<file path="src/rtl/audio_pkg.sv">
// audio_pkg: shared note-timing constants, FSM encoding and duration decode
package audio_pkg;
    localparam int UNITS_PER_WHOLE = 32;
    typedef enum logic [1:0] {S_IDLE, S_PLAY, S_GAP} state_t;
    function automatic logic [6:0] dur_units(input logic [3:0] code);
        logic [6:0] u;
        case (code)
            4'h0: u = 7'd0;
            4'h1: u = 7'd4;
            4'h2: u = 7'd8;
            4'h3: u = 7'd12;
            4'h4: u = 7'd16;
            4'h5: u = 7'd24;
            4'h6: u = 7'd32;
            4'h7: u = 7'd64;
            4'h8: u = 7'd1;
            4'h9: u = 7'd3;
            4'hA: u = 7'd7;
            4'hB: u = 7'd11;
            4'hC: u = 7'd15;
            4'hD: u = 7'd23;
            4'hE: u = 7'd31;
            default: u = 7'd63;
        endcase
        return u;
    endfunction
endpackage

</file>
<file path="src/rtl/note_sequencer_if.sv">
// note_sequencer_if: note push handshake plus playback outputs toward the tone generator
interface note_sequencer_if #(
    parameter int TONE_W = 4,
    parameter int DEPTH = 8
);
    logic                       IN_VALID;
    logic                       IN_READY;
    logic [TONE_W-1:0]          IN_TONE;
    logic [3:0]                 IN_DUR;
    logic                       ABORT;
    logic [TONE_W-1:0]          TONE;
    logic [3:0]                 DURATION;
    logic                       BUSY;
    logic                       NOTE_DONE;
    logic [$clog2(DEPTH):0]     COUNT;
    modport master (
        output IN_VALID, IN_TONE, IN_DUR, ABORT,
        input  IN_READY, TONE, DURATION, BUSY, NOTE_DONE, COUNT
    );
    modport slave (
        input  IN_VALID, IN_TONE, IN_DUR, ABORT,
        output IN_READY, TONE, DURATION, BUSY, NOTE_DONE, COUNT
    );
endinterface

</file>
<file path="src/rtl/note_fifo.sv">
// note_fifo: flushable synchronous FIFO holding queued tone/duration pairs
module note_fifo #(
    parameter int W = 8,
    parameter int DEPTH = 8
) (
    input  logic                   clk,
    input  logic                   rst,
    input  logic                   flush,
    input  logic                   push,
    input  logic                   pop,
    input  logic [W-1:0]           din,
    output logic [W-1:0]           dout,
    output logic [$clog2(DEPTH):0] count,
    output logic                   full,
    output logic                   empty
);
    localparam int AW = $clog2(DEPTH);
    localparam int CW = AW + 1;
    logic [AW-1:0] wr_q, wr_d, rd_q, rd_d;
    logic [CW-1:0] cnt_q, cnt_d;
    logic [W-1:0]  mem_q [DEPTH];
    logic [W-1:0]  mem_d [DEPTH];
    logic          do_push, do_pop;

    assign full    = cnt_q == CW'(DEPTH);
    assign empty   = cnt_q == '0;
    assign do_push = push && !full;
    assign do_pop  = pop && !empty;
    assign dout    = mem_q[rd_q];
    assign count   = cnt_q;

    always_comb begin
        mem_d = mem_q;
        wr_d  = wr_q;
        rd_d  = rd_q;
        cnt_d = cnt_q;
        if (flush) begin
            wr_d  = '0;
            rd_d  = '0;
            cnt_d = '0;
        end else begin
            if (do_push) begin
                mem_d[wr_q] = din;
                wr_d        = wr_q + AW'(1);
            end
            if (do_pop) rd_d = rd_q + AW'(1);
            cnt_d = cnt_q + CW'(do_push) - CW'(do_pop);
        end
    end

    always_ff @(posedge clk or posedge rst) begin
        if (rst) begin
            wr_q  <= '0;
            rd_q  <= '0;
            cnt_q <= '0;
        end else begin
            wr_q  <= wr_d;
            rd_q  <= rd_d;
            cnt_q <= cnt_d;
        end
    end

    always_ff @(posedge clk) mem_q <= mem_d;
endmodule

</file>
<file path="src/rtl/note_sequencer.sv">
// note_sequencer: plays queued tone/duration pairs back-to-back with optional silent gap
module note_sequencer
    import audio_pkg::*;
#(
    parameter int CLK_HZ = 100000000,
    parameter int TONE_W = 4,
    parameter int DEPTH = 8,
    parameter int GAP_CYC = 0
) (
    input logic CLK,
    input logic RST,
    note_sequencer_if.slave bus
);
    localparam int U  = CLK_HZ / UNITS_PER_WHOLE;
    localparam int PW = U > 1 ? $clog2(U) : 1;
    localparam int GW = GAP_CYC > 0 ? $clog2(GAP_CYC + 1) : 1;
    localparam int GAP_LAST = GAP_CYC > 0 ? GAP_CYC - 1 : 0;

    state_t              state_q, state_d;
    logic [PW-1:0]       pre_q, pre_d;
    logic [6:0]          units_q, units_d;
    logic [GW-1:0]       gap_q, gap_d;
    logic [TONE_W-1:0]   tone_q, tone_d;
    logic [3:0]          dur_q, dur_d;
    logic                done_q, done_d;
    logic [TONE_W+3:0]   head;
    logic [TONE_W-1:0]   head_tone;
    logic [3:0]          head_dur;
    logic [6:0]          head_units;
    logic                full, empty, push, wrap, play_end, gap_end, load;

    note_fifo #(.W(TONE_W + 4), .DEPTH(DEPTH)) u_fifo (
        .clk   (CLK),
        .rst   (RST),
        .flush (bus.ABORT),
        .push  (push),
        .pop   (load),
        .din   ({bus.IN_TONE, bus.IN_DUR}),
        .dout  (head),
        .count (bus.COUNT),
        .full  (full),
        .empty (empty)
    );

    assign bus.IN_READY = !full && !bus.ABORT;
    assign push         = bus.IN_VALID && bus.IN_READY;
    assign head_tone    = head[TONE_W+3:4];
    assign head_dur     = head[3:0];
    assign head_units   = dur_units(head_dur);
    assign wrap         = pre_q == PW'(U - 1);
    assign play_end     = state_q == S_PLAY && wrap && units_q == 7'd1;
    assign gap_end      = state_q == S_GAP && gap_q == GW'(GAP_LAST);
    // a new note is taken from idle, after the gap, or straight off the last unit when legato
    assign load = !bus.ABORT && !empty &&
                  (state_q == S_IDLE || gap_end || (play_end && GAP_CYC == 0));

    always_ff @(posedge CLK or posedge RST) begin
        if (RST) begin
            state_q <= S_IDLE;
            pre_q   <= '0;
            units_q <= '0;
            gap_q   <= '0;
            tone_q  <= '0;
            dur_q   <= '0;
            done_q  <= 1'b0;
        end else begin
            state_q <= state_d;
            pre_q   <= pre_d;
            units_q <= units_d;
            gap_q   <= gap_d;
            tone_q  <= tone_d;
            dur_q   <= dur_d;
            done_q  <= done_d;
        end
    end

    always_comb begin
        state_d = state_q;
        pre_d   = pre_q;
        units_d = units_q;
        gap_d   = '0;
        if (bus.ABORT) begin
            state_d = S_IDLE;
            pre_d   = '0;
            units_d = '0;
        end else if (load) begin
            state_d = head_units != 7'd0 ? S_PLAY : S_IDLE;
            pre_d   = '0;
            units_d = head_units;
        end else if (state_q == S_PLAY) begin
            pre_d   = wrap ? '0 : pre_q + PW'(1);
            units_d = wrap ? units_q - 7'd1 : units_q;
            if (play_end) state_d = GAP_CYC > 0 ? S_GAP : S_IDLE;
        end else if (state_q == S_GAP) begin
            gap_d = gap_end ? '0 : gap_q + GW'(1);
            if (gap_end) state_d = S_IDLE;
        end
    end

    always_comb begin
        tone_d = tone_q;
        dur_d  = dur_q;
        done_d = 1'b0;
        if (bus.ABORT) begin
            tone_d = '0;
            dur_d  = '0;
        end else if (load) begin
            tone_d = head_units != 7'd0 ? head_tone : '0;
            dur_d  = head_units != 7'd0 ? head_dur : 4'd0;
            done_d = play_end || head_units == 7'd0;
        end else if (play_end) begin
            tone_d = '0;
            dur_d  = '0;
            done_d = 1'b1;
        end
    end

    assign bus.TONE      = tone_q;
    assign bus.DURATION  = dur_q;
    assign bus.NOTE_DONE = done_q;
    assign bus.BUSY      = state_q != S_IDLE || !empty;
endmodule

</file>
<file path="src/flat_wrapper.sv">
// flat-port wrapper written by rule: the top's interface ports become plain ports
module note_sequencer_flat import audio_pkg::*;
#(
    parameter int CLK_HZ = 100000000,
    parameter int TONE_W = 4,
    parameter int DEPTH = 8,
    parameter int GAP_CYC = 0
)
  (CLK, RST, bus_IN_VALID, bus_IN_TONE, bus_IN_DUR, bus_ABORT, bus_IN_READY, bus_TONE, bus_DURATION, bus_BUSY, bus_NOTE_DONE, bus_COUNT);
  note_sequencer_if #(.TONE_W(TONE_W), .DEPTH(DEPTH)) bus_i ();
  input logic CLK;
  input logic RST;
  input wire logic [$bits(bus_i.IN_VALID)-1:0] bus_IN_VALID;
  input wire logic [$bits(bus_i.IN_TONE)-1:0] bus_IN_TONE;
  input wire logic [$bits(bus_i.IN_DUR)-1:0] bus_IN_DUR;
  input wire logic [$bits(bus_i.ABORT)-1:0] bus_ABORT;
  output wire logic [$bits(bus_i.IN_READY)-1:0] bus_IN_READY;
  output wire logic [$bits(bus_i.TONE)-1:0] bus_TONE;
  output wire logic [$bits(bus_i.DURATION)-1:0] bus_DURATION;
  output wire logic [$bits(bus_i.BUSY)-1:0] bus_BUSY;
  output wire logic [$bits(bus_i.NOTE_DONE)-1:0] bus_NOTE_DONE;
  output wire logic [$bits(bus_i.COUNT)-1:0] bus_COUNT;
  assign bus_i.IN_VALID = bus_IN_VALID;
  assign bus_i.IN_TONE = bus_IN_TONE;
  assign bus_i.IN_DUR = bus_IN_DUR;
  assign bus_i.ABORT = bus_ABORT;
  assign bus_IN_READY = bus_i.IN_READY;
  assign bus_TONE = bus_i.TONE;
  assign bus_DURATION = bus_i.DURATION;
  assign bus_BUSY = bus_i.BUSY;
  assign bus_NOTE_DONE = bus_i.NOTE_DONE;
  assign bus_COUNT = bus_i.COUNT;
  note_sequencer #(.CLK_HZ(CLK_HZ), .TONE_W(TONE_W), .DEPTH(DEPTH), .GAP_CYC(GAP_CYC)) u_core (.CLK(CLK), .RST(RST), .bus(bus_i));
endmodule
</file>
<file path="config.mk">
export PLATFORM = sky130hd
export DESIGN_NAME = note_sequencer_flat
export DESIGN_NICKNAME = d
export VERILOG_FILES = /design/src/rtl/audio_pkg.sv /design/src/rtl/note_sequencer_if.sv /design/src/rtl/note_fifo.sv /design/src/rtl/note_sequencer.sv /design/src/flat_wrapper.sv
export SDC_FILE = /design/constraint.sdc
export NUM_CORES = 1
export LEC_CHECK = 0
export ABC_AREA = 0
export ABC_CLOCK_PERIOD_IN_PS = 4100
export BUFFER_PORTS_ARGS = -buffer_cell sky130_fd_sc_hd__buf_4
export CAP_MARGIN = 0
export CORE_ASPECT_RATIO = 1.1
export CORE_MARGIN = 5
export CORE_UTILIZATION = 47
export CTS_CLUSTER_DIAMETER = 40
export DETAILED_ROUTE_END_ITERATION = 8
export GPL_TIMING_DRIVEN = 0
export PLACE_DENSITY = 0.67
export SLEW_MARGIN = 20
export SYNTH_ARGS = -nofsm -noshare
export SYNTH_HDL_FRONTEND = slang
export SYNTH_HIERARCHICAL = 1
export SYNTH_SLANG_ARGS = --single-unit
</file>
<file path="constraint.sdc">
create_clock -name CLK -period 4.1 [get_ports CLK]
set_input_delay 0.615 -clock CLK [delete_from_list [all_inputs] [get_ports CLK]]
set_output_delay 0.615 -clock CLK [all_outputs]
set_load 0.02 [all_outputs]
</file>
After elaboration in Yosys (flattened, before gate mapping) --
Memories as Yosys holds them, arrays and structs flattened. Cells that the tools add are included.
Word-level totals: memory bits (read-only) 112, memories 1, bits in registers 115
Operators by class: bitwise gates (word level) 4, reduce and logical (&&, ||, !) cells 32, add/sub/neg operators 7, mux-type cells 41, equal/unequal tests 6, $lt $le $gt $ge 3
Memories:
- (no name shown) | depth 16, width 7, rd ports 1, clocked after Yosys merged registers in 0, wr ports 0, RTL line audio_pkg.sv:7 | case (code)
Operators with widths (number):
- 22-bit 2-to-1 mux | 4
- 64-bit bitwise mux | 1
- 4-bit 2-to-1 mux | 8
- 7-bit 2-to-1 mux | 4
- 8-bit binary-select mux with 3-bit select | 1
- 8-bit demux with 3-bit select | 1
- 8-bit 2-to-1 mux | 3
- 22-bit by 1-bit adder with 22-bit output (second input constant) | 1
- 22-bit equality test (second input constant) | 1
- 2-bit 2-to-1 mux | 6
- 3-bit 2-to-1 mux | 4
- 1-bit logical AND | 10
- 1-bit 2-to-1 mux | 9
- 3-bit nonzero test | 3
- 4-bit >= comparator (second input constant) | 2
- 3-bit inverter with 4-bit output | 2
- 4-bit nonzero test | 2
- 7-bit by 1-bit equality test with 1-bit output (second input constant) | 1
- 7-bit logical NOT | 1
- 7-bit nonzero test | 1
- 7-bit by 1-bit subtractor with 7-bit output (second input constant) | 1
- 3-bit by 1-bit adder with 3-bit output (second input constant) | 2
- 2-bit nonzero test | 3
- 4-bit by 1-bit adder with 4-bit output | 1
- other kinds (14) | 21

Depth between registers and ports, before layout --
An unclocked memory read counts as a cell.
depth after elaboration 9, gate-level depth with buffers 15

Hierarchy --
Netlist, hierarchy kept.
Modules (own cells, without submodules):
- note_fifo | instances 1, area each 3164.3 µm², seq. area each 2172.1 µm², cells each 168
- note_sequencer | instances 1, area each 2306.0 µm², seq. area each 975.9 µm², cells each 235

Worst setup path before layout --
No wires, ideal clock.
kind reg-to-reg, start reg u_core.u_fifo.cnt_q[2] (netlist: u_core/u_fifo/count[2]), end reg u_core.u_fifo.cnt_q[2] (netlist: u_core/u_fifo/count[2]), arrival time 3.005 ns, library setup time 0.131 ns, period minus slack after synthesis 3.135 ns, cell stages (with the launch flop) 16, path buffers 2, setup slack 0.965 ns, cell sequence dfrtp_1 > inv_1 > ha_1 > nor3b_2 > nor2_1 > and3_1 > a32o_1 > buf_6 > buf_6 > nor2b_1 > ha_1 > inv_1 > ha_1 > fa_1 > xnor2_1 > nor2_1
RTL lines:
- start, declared | RTL line note_fifo.sv:20 | logic [CW-1:0] cnt_q, cnt_d;
- start signal, assigned | RTL line note_fifo.sv:59 | cnt_q <= cnt_d;
- 4-bit logical NOT | RTL line note_fifo.sv:26 | assign empty = cnt_q == '0;
- net u_core.empty | RTL line note_sequencer.sv:30 | logic full, empty, push, wrap, play_end, gap_end, load;
- 1-bit logical NOT | RTL line note_sequencer.sv:54 | assign load = !bus.ABORT && !empty &&
- 1-bit logical AND (2 in a row) | RTL line note_sequencer.sv:54
- net u_core.load | RTL line note_sequencer.sv:30
- 1-bit logical AND | RTL line note_fifo.sv:28 | assign do_pop = pop && !empty;
- 4-bit by 1-bit subtractor with 4-bit output | RTL line note_fifo.sv:47 | cnt_d = cnt_q + CW'(do_push) - CW'(do_pop);
- 4-bit 2-to-1 mux | RTL line note_fifo.sv:37 | if (flush) begin
- net u_core.u_fifo.cnt_d[2] | RTL line note_fifo.sv:20
The timed path passes the listed nets, and every way through them passes these cells. A chain may end at the register's enable or synchronous reset.

Final worst setup path --
Ends and elaborated chain as after synthesis.

==> flow_metrics.py <==
metrics = {
    "worst_setup_path": {
        "r2r_end": "u_core/u_fifo/count[2]$_DFF_PP0_",
        "timing.critical_path.mode_cell": "ha_1",
        "crit_path_start_kind": "register",
        "cp.arrival_ns": 3.73,
        "rrSetupSlack_ns": 0.66,
        "path_cells": "inv_1 -> ha_1 -> nor3b_2 -> nor2_1 -> and3_1 -> a32o_1 -> buf_6 -> buf_6 -> nor2b_1 -> ha_1 -> inv_1 -> ha_1 -> fa_1 -> xnor2_1 -> nor2_1",
        "rr_startpoint": "u_core/u_fifo/count[2]$_DFF_PP0_",
        "worstPathMaxFanout": 11,
        "slowest_stage": "nor3b_2",
        "critPathCaptureType": "register",
        "critPathMaxStageDelay_ns": 0.47,
        "worstRegToRegCells": 15,
        "critPathKind": "reg -> reg",
        "cp.required_ns": 4.39,
    },
    "clocking": {
        "h-tree-depth": 4,
        "cts-buffers-inserted": 17,
        "cts_hold_buf": 0,
        "cts_tree": "built",
        "cts-root-buf": "clkbuf_16",
        "clk_path_buf_depth": 2,
        "cts_setup_buffers": 0,
        "clk_latency_ns": 0.42,
        "cts_resized": 0,
        "cts_sinks": 113,
        "clkTransAtPathRegs_ns": 0.06,
    },
    "global_route": {
        "grt_max_degree": 21,
        "grt_pass1_wl_mm": 17.3,
        "antenna_found_initial": 0,
        "gr-usage-all-layers": 0.162,
        "grt_pass1_vias": 3403,
        "grt_overflow": 0,
    },
    "timing": {
        "period_minus_slack_ns": 3.44,
        "finalHoldViolCount": 0,
        "finalSetupViolations": 0,
        "rsz0062_at_grt": "false",
        "fin_tns_setup_ns": 0,
        "clock_skew_ns": 0.0148,
        "relSlewSlack": 0.483,
        "holdWs_ns": 0.190,
        "maxClockFrequency_mhz": 290,
        "layout_setup_ws_ns": 0.656,
        "worst_pin_slew_ns": 0.773,
        "final-max-slew-violation-count": 0,
        "finalCritPeriodShare": 0.840,
    },
    "logic_synthesis": {
        "synth.largest_area_cell": "edfxtp_1",
        "yosys_warnings": 6,
        "netlist.area_leader.share": 0.351,
        "synth_cell_types": 65,
        "async_reset_ff_frac": 0.434,
        "syn-cell-area_sq_um": 5470,
        "netlist_instances": 403,
        "ys_seq_area_frac": 0.575,
        "ys_top_cells_by_area": "edfxtp_1 35%, dfrtp_1 22%, mux4_1 3.8%",
        "avgSynthCellArea_sq_um": 13.6,
        "syn_nets": 427,
        "synth_top_flop_cell": "edfxtp_1",
        "ys_seq_elements": 113,
        "synth_edf_count": 64,
    },
    "floorplan": {
        "dieWidth_um": 113,
        "start_util": 0.478,
        "ioPinCount": 27,
        "core_sq_um": 11400,
        "die-height_um": 123,
        "rows": 41,
        "dieArea_sq_um": 13900,
    },
    "flow_run": {
        "drv_cap": 0,
    },
    "route": {
        "route.met2.wl_mm": 5.27,
        "antenna_left": 0,
        "wl_mm": 10.2,
        "met1_length_mm": 4.43,
        "wl_met3_um": 321,
        "wire_per_inst_um": 16.7,
        "dr.first_iter.drc_count": 195,
        "vias": 3310,
        "viasPerCell": 5.41,
        "drtPass1Iterations": 4,
        "highest_layer": "met4",
        "drc": 0,
    },
    "place": {
        "port_buffers": 26,
        "dp_slack_ns": 0.631,
        "hpwl_mm": 7.20,
        "routabilityCongestion": 0.793,
    },
    "status": {
        "outcome": "complete, no violations",
    },
    "power_and_ir_drop": {
        "vdd_drop_max_mv": 0.327,
        "leakage_nw": 2.46,
        "p_per_area_nw_per_um2": 592,
    },
    "layout": {
        "nFillCells": 947,
        "final_net_count": 473,
        "post-route-util": 0.563,
        "diodes": 0,
        "synthToLayoutAreaGrowth_pct": 17.7,
        "layout-drive-gt1-share": 0.249,
        "multiInputGateArea_sq_um": 2120,
        "regArea_sq_um": 3150,
    },
    "hold_path": {
        "hold_path_class": "in -> async",
    },
}
==> area by class of cell <==
| class | instances | area share |
|---|---|---|
| Clock inverter | 15 | 0.0189 |
| Timing Repair Buffer | 27 | 0.0346 |
| Tap cell | 150 | 0.0292 |
| Buffer | 19 | 0.0210 |
| Multi-Input combinational cell | 250 | 0.329 |
| Clock buffer | 17 | 0.0661 |
| Inverter | 21 | 0.0122 |
| Sequential cell | 113 | 0.489 |
==> where the power goes <==
group	switching (mW)	internal, mW
clock	0.555	0.785
combinational	0.591	0.492
sequential	0.0834	1.31
==> how the worst max path moves through the flow <==
stage,slack (ns),from,end,cells after the start
global placement,0.71,u_core/u_fifo/count[2]$_DFF_PP0_,u_core/u_fifo/count[2]$_DFF_PP0_,15
global route,0.40,u_core/u_fifo/count[2]$_DFF_PP0_,u_core/u_fifo/count[2]$_DFF_PP0_,15
CTS,0.62,u_core/u_fifo/count[2]$_DFF_PP0_,u_core/u_fifo/count[2]$_DFF_PP0_,15
floorplan,0.96,u_core/u_fifo/count[2]$_DFF_PP0_,u_core/u_fifo/count[2]$_DFF_PP0_,15
finish,0.66,u_core/u_fifo/count[2]$_DFF_PP0_,u_core/u_fifo/count[2]$_DFF_PP0_,15
detailed placement,0.63,u_core/u_fifo/count[2]$_DFF_PP0_,u_core/u_fifo/count[2]$_DFF_PP0_,15
==> kinds of logic after synthesis <==
| group | after synthesis | synth area share |
|---|---|---|
| flops | 113 | 0.575 |
| xor+xnor | 17 | 0.0272 |
| fa+ha+maj | 12 | 0.0288 |
| compound gates | 56 | 0.0716 |
| buf+inv | 40 | 0.0391 |
| mux | 33 | 0.111 |
| simple gates | 132 | 0.147 |
==> metrics by stage <==
stage | total power, mW | area, sq um | instances
after floorplan | 2.19 | 5470 | 403
after global placement | 2.47 | 5850 | 579
after detailed placement | 2.50 | 5890 | 580
after CTS | 3.86 | 6440 | 612
after global routing | 4.03 | 6440 | 612
final | 3.81 | 6440 | 612
==> sequential cells by signal (all words and copies together) (netlist names) <==
signal and count:
u_core/bus.DURATION 4, u_core/u_fifo/rd_q 3, u_core/state_q 1, u_core/bus.NOTE_DONE 1
u_core/u_fifo/mem_q 64, u_core/u_fifo/wr_q 3, u_core/bus.TONE 4, u_core/pre_q 22
u_core/u_fifo/count 4, u_core/units_q 7
==> per-layer routing <==
layer,track usage,vias up
li1,-,1599
met1,0.193,1642
met4,0.0766,0
met3,0.0480,16
met2,0.272,53
met5,0,-
==> cells in the mapped netlist, types with 5 or more instances <==
library cell and instances:
edfxtp_1 64, dfrtp_1 49, nor2_1 31, inv_1 21, nand2_1 18, xnor2_1 13, a21oi_1 11, ha_1 11
o21ai_0 11, mux2_4 9, nor2b_1 9, nor3_1 9, a22o_1 8, mux4_1 8, mux4_2 8, nand3_1 8
clkbuf_1 7, nand2b_1 7, mux2i_1 6, nor4_2 6, or3_1 6, and3_1 5, buf_2 5, buf_6 5
nand4_1 5, nor2_2 5
==> cells in the final DEF, fill, tap and decap left out, drive strengths merged, types with 3 or more instances in the layout <==
cell	count
a31oi	3
mux2i	6
dfrtp	49
mux4	16
nand2b	7
nor3	10
a21oi	11
a31o	4
nor2	36
mux2	11
o22ai	4
nand3	9
and3	5
or3	6
nand2	18
buf	39
nor2b	10
clkinv	3
nor4	8
xor2	4
clkbuf	24
edfxtp	64
nand4	6
inv	29
a22o	8
and2	3
clkinvlp	4
xnor2	13
o21ai	13
ha	11
==> worst max-delay path: cells and delay by family (launching register included) <==
| kind | cells | cell delay, ns |
|---|---|---|
| DFF | 1 | 0.38 |
| adders and majority gates | 4 | 1.05 |
| xor gates and xnor gates | 1 | 0.17 |
| buffers and inverters | 4 | 0.44 |
| and+or+nand+nor | 5 | 0.99 |
| AOI/OAI and AO/OA | 1 | 0.26 |
Power figures use the tool's default switching activity.
